## config.mk

```make
export PLATFORM = sky130hd
export DESIGN_NAME = mem_bus_ctrl_flat
export DESIGN_NICKNAME = d
export VERILOG_FILES = /design/src/rtl/mem_bus_ctrl_if.sv /design/src/rtl/mem_bus_ctrl.sv /design/src/flat_wrapper.sv
export SDC_FILE = /design/constraint.sdc
export NUM_CORES = 1
export LEC_CHECK = 0
export CAP_MARGIN = 10
export CORE_AREA = 2 2 107 109
export CTS_BUF_LIST = sky130_fd_sc_hd__clkbuf_4
export DETAILED_ROUTE_END_ITERATION = 8
export DIE_AREA = 0 0 109 111
export GPL_TIMING_DRIVEN = 0
export PLACE_DENSITY = 0.74
export SLEW_MARGIN = 20
export SYNTH_ARGS = -nofsm -noshare
export SYNTH_HDL_FRONTEND = slang
export SYNTH_SLANG_ARGS = --single-unit
```

## constraint.sdc

```tcl
create_clock -name clk -period 1.55 [get_ports clk]
set_input_delay 0.155 -clock clk [delete_from_list [all_inputs] [get_ports clk]]
set_output_delay 0.155 -clock clk [all_outputs]
set_load 0.01 [all_outputs]
```

## src/rtl/mem_bus_ctrl_if.sv

```systemverilog
// rtl/mem_bus_ctrl_if.sv - PicoRV32 native memory bus bundle
//
// Ports (signals):
//   mem_valid  CPU request valid
//   mem_instr  instruction-fetch qualifier
//   mem_addr   byte address, word aligned
//   mem_wdata  write data
//   mem_wstrb  byte write strobes, 4'b0000 = read
//   mem_ready  one-cycle completion pulse
//   mem_rdata  read data, valid with mem_ready
// Modports: master = CPU side, slave = controller side.
interface mem_bus_ctrl_if;
  logic        mem_valid;
  logic        mem_instr;
  logic [31:0] mem_addr;
  logic [31:0] mem_wdata;
  logic [3:0]  mem_wstrb;
  logic        mem_ready;
  logic [31:0] mem_rdata;

  modport master (
    output mem_valid, mem_instr, mem_addr, mem_wdata, mem_wstrb,
    input  mem_ready, mem_rdata
  );

  modport slave (
    input  mem_valid, mem_instr, mem_addr, mem_wdata, mem_wstrb,
    output mem_ready, mem_rdata
  );
endinterface

```

## src/rtl/mem_bus_ctrl.sv

```systemverilog
// rtl/mem_bus_ctrl.sv - PicoRV32 bus bridge to on-chip RAM and LED register
//
// Ports:
//   clk, resetn   clock, asynchronous active-low reset
//   cpu           PicoRV32 native bus (slave modport)
//   ram_sel       RAM select, high for the single ACCESS cycle of a RAM hit
//   ram_wen       RAM byte write enables (0 unless RAM access)
//   ram_address   RAM byte address, word aligned
//   ram_wdata     RAM write data
//   ram_rdata     RAM combinational read data
//   leds          LED register
//   bus_err       sticky unmapped-access flag
//   err_count     saturating unmapped-access count
module mem_bus_ctrl #(
  parameter logic [31:0] RAM_BASE  = 32'h0000_0000,
  parameter int          RAM_AW    = 12,
  parameter logic [31:0] LED_ADDR  = 32'h8000_0000,
  parameter int          LED_W     = 6,
  parameter logic [31:0] ERR_RDATA = 32'h0000_0000
) (
  input  logic              clk,
  input  logic              resetn,
  mem_bus_ctrl_if.slave     cpu,
  output logic              ram_sel,
  output logic [3:0]        ram_wen,
  output logic [RAM_AW-1:0] ram_address,
  output logic [31:0]       ram_wdata,
  input  logic [31:0]       ram_rdata,
  output logic [LED_W-1:0]  leds,
  output logic              bus_err,
  output logic [7:0]        err_count
);

  typedef enum logic [1:0] {
    ST_IDLE   = 2'd0,
    ST_ACCESS = 2'd1,
    ST_RESP   = 2'd2
  } state_e;

  typedef enum logic [1:0] {
    DEC_RAM  = 2'd0,
    DEC_LED  = 2'd1,
    DEC_NONE = 2'd2
  } dec_e;

  state_e            state_q, state_d;
  dec_e              dec_q, dec_d;
  logic              led_wr_q, led_wr_d;
  logic              ram_sel_q, ram_sel_d;
  logic [3:0]        ram_wen_q, ram_wen_d;
  logic [RAM_AW-1:0] ram_address_q, ram_address_d;
  logic [31:0]       ram_wdata_q, ram_wdata_d;
  logic              mem_ready_q, mem_ready_d;
  logic [31:0]       mem_rdata_q, mem_rdata_d;
  logic [LED_W-1:0]  leds_q, leds_d;
  logic              bus_err_q, bus_err_d;
  logic [7:0]        err_count_q, err_count_d;

  logic hit_ram;
  logic hit_led;

  assign hit_ram = (cpu.mem_addr[31:RAM_AW] == RAM_BASE[31:RAM_AW]);
  assign hit_led = (cpu.mem_addr[31:2] == LED_ADDR[31:2]);

  // Decode does not use the fetch qualifier or the byte-offset bits.
  logic unused_inputs;
  assign unused_inputs = &{1'b0, cpu.mem_instr, cpu.mem_addr[1:0]};

  always_comb begin
    state_d       = state_q;
    dec_d         = dec_q;
    led_wr_d      = led_wr_q;
    ram_sel_d     = ram_sel_q;
    ram_wen_d     = ram_wen_q;
    ram_address_d = ram_address_q;
    ram_wdata_d   = ram_wdata_q;
    mem_ready_d   = mem_ready_q;
    mem_rdata_d   = mem_rdata_q;
    leds_d        = leds_q;
    bus_err_d     = bus_err_q;
    err_count_d   = err_count_q;

    case (state_q)
      ST_IDLE: begin
        if (cpu.mem_valid) begin
          state_d = ST_ACCESS;
          if (hit_ram) begin
            dec_d = DEC_RAM;
          end else if (hit_led) begin
            dec_d = DEC_LED;
          end else begin
            dec_d = DEC_NONE;
          end
          led_wr_d      = cpu.mem_wstrb[0];
          // RAM-facing outputs are registered on entry to ACCESS so they are
          // clean flop outputs for the whole cycle and never glitch.
          ram_sel_d     = hit_ram;
          ram_wen_d     = hit_ram ? cpu.mem_wstrb : 4'b0000;
          ram_address_d = {cpu.mem_addr[RAM_AW-1:2], 2'b00};
          ram_wdata_d   = cpu.mem_wdata;
        end
      end

      ST_ACCESS: begin
        state_d       = ST_RESP;
        ram_sel_d     = 1'b0;
        ram_wen_d     = 4'b0000;
        ram_address_d = '0;
        ram_wdata_d   = '0;
        mem_ready_d   = 1'b1;
        case (dec_q)
          DEC_RAM: begin
            mem_rdata_d = ram_rdata;
          end
          DEC_LED: begin
            mem_rdata_d = {{(32-LED_W){1'b0}}, leds_q};
            if (led_wr_q) begin
              leds_d = ram_wdata_q[LED_W-1:0];
            end
          end
          default: begin
            mem_rdata_d = ERR_RDATA;
            bus_err_d   = 1'b1;
            if (err_count_q != 8'hFF) begin
              err_count_d = err_count_q + 8'd1;
            end
          end
        endcase
      end

      ST_RESP: begin
        state_d     = ST_IDLE;
        mem_ready_d = 1'b0;
      end

      default: begin
        state_d = ST_IDLE;
      end
    endcase
  end

  always_ff @(posedge clk or negedge resetn) begin
    if (!resetn) begin
      state_q       <= ST_IDLE;
      dec_q         <= DEC_NONE;
      led_wr_q      <= 1'b0;
      ram_sel_q     <= 1'b0;
      ram_wen_q     <= 4'b0000;
      ram_address_q <= '0;
      ram_wdata_q   <= '0;
      mem_ready_q   <= 1'b0;
      mem_rdata_q   <= '0;
      leds_q        <= '0;
      bus_err_q     <= 1'b0;
      err_count_q   <= 8'd0;
    end else begin
      state_q       <= state_d;
      dec_q         <= dec_d;
      led_wr_q      <= led_wr_d;
      ram_sel_q     <= ram_sel_d;
      ram_wen_q     <= ram_wen_d;
      ram_address_q <= ram_address_d;
      ram_wdata_q   <= ram_wdata_d;
      mem_ready_q   <= mem_ready_d;
      mem_rdata_q   <= mem_rdata_d;
      leds_q        <= leds_d;
      bus_err_q     <= bus_err_d;
      err_count_q   <= err_count_d;
    end
  end

  assign ram_sel       = ram_sel_q;
  assign ram_wen       = ram_wen_q;
  assign ram_address   = ram_address_q;
  assign ram_wdata     = ram_wdata_q;
  assign cpu.mem_ready = mem_ready_q;
  assign cpu.mem_rdata = mem_rdata_q;
  assign leds          = leds_q;
  assign bus_err       = bus_err_q;
  assign err_count     = err_count_q;

endmodule

```

## src/flat_wrapper.sv

```systemverilog
// flat-port wrapper written by rule: the top's interface ports become plain ports
module mem_bus_ctrl_flat 
#(
  parameter logic [31:0] RAM_BASE  = 32'h0000_0000,
  parameter int          RAM_AW    = 12,
  parameter logic [31:0] LED_ADDR  = 32'h8000_0000,
  parameter int          LED_W     = 6,
  parameter logic [31:0] ERR_RDATA = 32'h0000_0000
)
  (clk, resetn, ram_sel, ram_wen, ram_address, ram_wdata, ram_rdata, leds, bus_err, err_count, cpu_mem_valid, cpu_mem_instr, cpu_mem_addr, cpu_mem_wdata, cpu_mem_wstrb, cpu_mem_ready, cpu_mem_rdata);
  mem_bus_ctrl_if cpu_i ();
  input  logic clk;
  input  logic resetn;
  output logic ram_sel;
  output logic [3:0] ram_wen;
  output logic [RAM_AW-1:0] ram_address;
  output logic [31:0] ram_wdata;
  input  logic [31:0] ram_rdata;
  output logic [LED_W-1:0] leds;
  output logic bus_err;
  output logic [7:0] err_count;
  input wire logic [$bits(cpu_i.mem_valid)-1:0] cpu_mem_valid;
  input wire logic [$bits(cpu_i.mem_instr)-1:0] cpu_mem_instr;
  input wire logic [$bits(cpu_i.mem_addr)-1:0] cpu_mem_addr;
  input wire logic [$bits(cpu_i.mem_wdata)-1:0] cpu_mem_wdata;
  input wire logic [$bits(cpu_i.mem_wstrb)-1:0] cpu_mem_wstrb;
  output wire logic [$bits(cpu_i.mem_ready)-1:0] cpu_mem_ready;
  output wire logic [$bits(cpu_i.mem_rdata)-1:0] cpu_mem_rdata;
  assign cpu_i.mem_valid = cpu_mem_valid;
  assign cpu_i.mem_instr = cpu_mem_instr;
  assign cpu_i.mem_addr = cpu_mem_addr;
  assign cpu_i.mem_wdata = cpu_mem_wdata;
  assign cpu_i.mem_wstrb = cpu_mem_wstrb;
  assign cpu_mem_ready = cpu_i.mem_ready;
  assign cpu_mem_rdata = cpu_i.mem_rdata;
  mem_bus_ctrl #(.RAM_BASE(RAM_BASE), .RAM_AW(RAM_AW), .LED_ADDR(LED_ADDR), .LED_W(LED_W), .ERR_RDATA(ERR_RDATA)) u_core (.clk(clk), .resetn(resetn), .cpu(cpu_i), .ram_sel(ram_sel), .ram_wen(ram_wen), .ram_address(ram_address), .ram_wdata(ram_wdata), .ram_rdata(ram_rdata), .leds(leds), .bus_err(bus_err), .err_count(err_count));
endmodule
```

**After elaboration in Yosys (flattened, before gate mapping)**

Cells that the tools add are included.

- Register bits after elaboration: 102
- Output and inout port bits: 97
- Word-level logic and storage cells: 46

- Add/subtract/negate cells: 1
- Equal/unequal tests: 6
- Multiplexer cells: 15
- Bitwise gates (word level): 1
- Reduce and logical (&&, ||, !) cells: 11

Operators with widths:

| cell | count |
|---|---|
| $pmux 32 s2 | 2 |
| $mux 32 | 1 |
| $eq 30x30->1 const B | 1 |
| $pmux 12 s2 | 1 |
| $logic_not 20->1 | 1 |
| $mux 12 | 1 |
| $add 8x1->8 const B | 1 |
| $mux 4 | 2 |
| $ne 8x8->1 const B | 1 |
| $pmux 4 s2 | 1 |
| $mux 2 | 3 |
| $reduce_and 2->1 | 3 |
| $reduce_and 3->1 | 2 |
| $eq 2x1->1 const B | 2 |
| $logic_not 2->1 | 2 |
| $pmux 1 s2 | 2 |
| $pmux 2 s2 | 1 |
| $reduce_bool 2->1 | 2 |
| $eq 2x2->1 const B | 1 |
| $ne 2x2->1 const B | 1 |
| $reduce_or 2->1 | 1 |
| $mux 1 | 1 |
| $not 1->1 | 1 |

**Depth between registers and ports, before layout**

- Depth in word-level cells: 4
- Gate-level depth with buffers: 8

**Worst setup path after synthesis**

Ideal clock, no wire load.

- Path kind: register to register
- Start point: register u_core.state_q[0]
- End point: register u_core.ram_address_q[11], in the netlist u_core.ram_address[11]
- Arrival: 1.443 ns
- Slack: -0.014 ns
- Stages on the path, launching flop included: 8
- Period minus slack after synthesis: 1.564 ns
- Cells stage by stage: dfrtp_1 inv_1 ha_1 nand2_1 a21boi_1 buf_2 buf_2 a22o_1

- Word-level cells in the longest chain between the ends: 3
- Elaborated cells between the ends (all ways): 6
- Those cells by class: eq/ne: 2; mux: 1; reduce/logical: 3

RTL lines:

| element | line | RTL |
|---|---|---|
| from (decl) | mem_bus_ctrl.sv:46 | `state_e state_q, state_d;` |
| from (signal assigned) | mem_bus_ctrl.sv:157 | `state_q <= state_d;` |
| $eq 2x1->1 / $logic_not 2->1 (equally long branches) | mem_bus_ctrl.sv:83 | `case (state_q)` |
| $reduce_bool 2->1 (no source line) / $ne 2x2->1 (equally long branches) | - |  |
| $reduce_and 2->1 (no source line) | - |  |
| to (signal assigned) | mem_bus_ctrl.sv:162 | `ram_address_q <= ram_address_d;` |
| to (decl) | mem_bus_ctrl.sv:51 | `logic [RAM_AW-1:0] ram_address_q, ram_address_d;` |

Parallel ways exist; a longest one is shown, timed or not.
A chain may end at the register's enable or synchronous reset.

**Final worst setup path**

- Start point: register u_core.state_q[0]
- End point: register u_core.ram_wdata_q[27], in the netlist u_core.ram_wdata[27]

- Word-level cells in the longest chain between the ends: 3
- Elaborated cells between the ends (all ways): 6
- Those cells by class: eq/ne: 2; mux: 1; reduce/logical: 3

RTL lines:

| element | line | RTL |
|---|---|---|
| $eq 2x1->1 / $logic_not 2->1 (equally long branches) | mem_bus_ctrl.sv:83 |  |
| $reduce_bool 2->1 (no source line) / $ne 2x2->1 (equally long branches) | - |  |
| $reduce_and 2->1 (no source line) | - |  |
| to (signal assigned) | mem_bus_ctrl.sv:163 | `ram_wdata_q <= ram_wdata_d;` |
| to (decl) | mem_bus_ctrl.sv:52 | `logic [31:0] ram_wdata_q, ram_wdata_d;` |

Parallel ways exist; a longest one is shown, timed or not.

==> out/results.tsv <==
stage	metric	value	unit
status	status	finished with violations	
status	failing checks	negative setup slack	
yosys	Gate Count Post-Synth	332	
sta	final hold violation count	0	
sta	Setup Viol. Count Final	14	
global_route	initial antenna violation count	0	
global_route	GR Overflow Total	0	
job	MaxCap Viol Count	0	
finish	Util after Layout	61.7	%
yosys	Netlist cell types	38	
yosys	Yosys reg bits	100	
drt	antenna viol nets, final	0	
worst_setup_path	CP startpoint kind	flip-flop	
placement	Placement Cell Area	6130	um^2
hold_path	Hold WC Path Type	input port to asynchronous set/reset pin	
yosys	sequential-to-total area share from yosys stat	63.2	%
drt	drt initial violations	147	
yosys	Synth Flop Type	dfrtp_1	
drt	Post-route DRC	0	
yosys	Synth Warn #	0	
clock_tree	CTS root buffer	clkbuf_4	
worst_setup_path	Critical Path AT	1.93	ns
floorplan	Die Y	111	um
sta	Final Skew	0.0110	ns
worst_setup_path	reg-to-reg slack, setup	-0.03	ns
sta	final period utilization	102	%
sta	PnR worst setup slack	-0.0323	ns
floorplan	I/O pin count	201	
clock_tree	Clock Latency Late Sink	0.44	ns
drt	Routed WL per cell	15.7	um
worst_setup_path	CP max stage delay	0.46	ns
global_route	GRT Total Usage	19.1	%
finish	area grow syn2layout	72.6	%
global_route	first-pass GRT wire length	18000	um
pwr	peak supply drop	0.000795	V
finish	layout cells sized above 1	18.2	%
clock_tree	CTS H-tree lvls	3	
floorplan	Initial Util	35.8	%
floorplan	Die Area	12100	um^2
finish	ANT cells	0	
placement	# port buffers	195	
floorplan	core area	11100	um^2
yosys	most frequent cells after synthesis	99 x dfrtp_1, 46 x a22o_1, 37 x inv_1	
global_route	vias in the first global route	3634	
sta	max-slew violations	0	
worst_setup_path	CP endpoint kind	flip-flop	
placement	Final GP Congestion	0.740	
sta	f_max	632	MHz
drt	final wirelength	11400	um
floorplan	Std-Cell Rows	39	
floorplan	die width	109	um
yosys	number of flops mapped to enable cells by yosys	0	
drt	TritonRoute pass-1 iters	4	
clock_tree	Max clock buf depth	2	
finish	nets	687	
sta	final worst path period need	1.58	ns
yosys	Synth area leader	dfrtp_1	
pwr	PD cells	1330	nW/um^2
worst_setup_path	CP Data Required Time	1.90	ns
pwr	LEAKAGE	0.00375	uW
yosys	library cell with the highest instance count after synthesis	dfrtp_1	
worst_setup_path	CP Class	flip-flop to flip-flop	
sta	RSZ-0062 raised after global routing	true	
yosys	Mapped Area	3960	um^2
finish	post-route cell area	6840	um^2
placement	post-DP HPWL	8020	um
yosys	Synth area leaders	dfrtp_1 63%, a22o_1 10%, inv_1 3.5%	
worst_setup_path	largest fanout on the critical path	8	
clock_tree	Clock transition at path regs	0.15	ns
clock_tree	CTS buffer count	9	
yosys	Synth top area share	62.5	%
clock_tree	TritonCTS Sinks	100	
worst_setup_path	CP max-delay cell	dfrtp_2	
sta	Fin Hold WS	0.142	ns
drt	vias per std cell	4.80	
worst_setup_path	CP cell instances	inv_2 -> ha_4 -> nand2_4 -> a21boi_4 -> buf_12 -> clkbuf_16 -> a22o_1	
clock_tree	TritonCTS clock tree	built	
global_route	largest net degree at the start of global routing	75	
yosys	Synth Area per Inst	11.9	um^2
yosys	post-synthesis async set-or-reset flop share	100	%
drt	via count	3488	
sta	setup TNS	-0.237	ns
## repair_timing
action / in CTS / in global routing
pin swaps: 22 / 24
hold buffers: 1 / 0
setup buffers: 27 / 8
setup endpoints to repair: 163 / 98
gates cloned: 1 / 3
hold endpoints to repair: 99 / 0
resized for setup: 104 / 50
## cells in the final DEF, fill, tap and decap left out, drive strengths merged, types with 2 or more instances in the layout
cell           netlist  final
clkdlybuf4s50        0     99
dfrtp               99     99
dlygate4sd2          0     68
buf                 13     52
a22o                46     46
inv                 37     37
nand2               33     33
dlymetal6s2s         0     27
o21ai               27     27
clkbuf               6     17
mux2                 8      8
mux2i                8      8
nor2                 7      7
o22ai                6      6
nor3                 6      6
nor4                 5      5
nand3                4      4
ha                   4      4
xor2                 3      3
clkinvlp             0      3
bufinv               0      3
conb                 1      2
xnor2                2      2
nand2b               2      2
## path summary, 6_finish.rpt
| path | cells after the start | start | end |
|---|---|---|---|
| setup / recovery | 7 | u_core.state_q[0]$_DFFE_PN0P_ | u_core.ram_wdata[27]$_DFFE_PN0P_ |
| hold / removal | 2 | resetn | u_core.err_count[4]$_DFFE_PN0P_ |
| setup reg to reg | 7 | u_core.state_q[0]$_DFFE_PN0P_ | u_core.ram_wdata[27]$_DFFE_PN0P_ |
| hold reg to reg | 1 | u_core.bus_err$_DFFE_PN0P_ | u_core.bus_err$_DFFE_PN0P_ |
| max in group asynchronous | 3 | resetn | u_core.dec_q[1]$_DFFE_PN1P_ |
| min in group clk | 3 | ram_rdata[30] | u_core.cpu.mem_rdata[30]$_DFFE_PN0P_ |
## stage by stage
step	worst slack, ns	power (uW)	cells
final	-0.0323	9070	727
after global routing	-0.0978	9620	727
after CTS	-0.0179	8720	716
after detailed placement	-0.417	6700	672
after global placement	-3.30	6610	671
after floorplan	0.0139	4990	333
## logic make-up after synthesis
group	synth area share, %
simple gates	7.74
xor+xnor	1.11
flops	63.2
fa+ha+maj	1.26
buf+inv	5.91
compound gates	16.4
other cells	0.0947
mux	4.30
## power breakdown
group / switching (uW) / leakage, uW / internal (uW)
clock network: 852 / 0.0000888 / 834
registers: 307 / 0.00132 / 3140
logic: 1760 / 0.00233 / 2170
## flip-flops by register name, summed over array words and instances (netlist names)
signal,cells
u_core.ram_address,10
u_core.led_wr_q,1
u_core.dec_q,2
u_core.ram_sel,1
u_core.cpu.mem_rdata,32
u_core.bus_err,1
u_core.cpu.mem_ready,1
u_core.ram_wen,4
u_core.leds,6
u_core.ram_wdata,32
u_core.state_q,2
u_core.err_count,8
## final cells by class
class | instances | area (um^2)
multi-input combinational | 177 | 1360
fill | 941 | 4240
buffer | 18 | 160
sequential | 100 | 2510
tap | 143 | 179
timing repair buffer | 236 | 2310
clock buffer | 10 | 75.1
inverter | 37 | 139
clock inverter | 6 | 113
## layer usage
layer	global-route usage (%)	up-vias	wire, um	share of wire, %
met4	7.69	0	236	2.1
met5	0	-	0	0
li1	-	1646	-	-
met3	6.11	19	896	7.9
met2	30.8	139	5560	49
met1	23.6	1684	4690	41
## worst max-delay path: cells and delay by family, from the launching register on
kind	cells	cell delay (ns)
adders and majority gates	1	0.16
and+or+nand+nor	1	0.08
buffers and inverters	3	0.40
DFF	1	0.46
AOI/OAI and AO/OA	2	0.39
No activity file was read; power rests on OpenSTA's default activity.
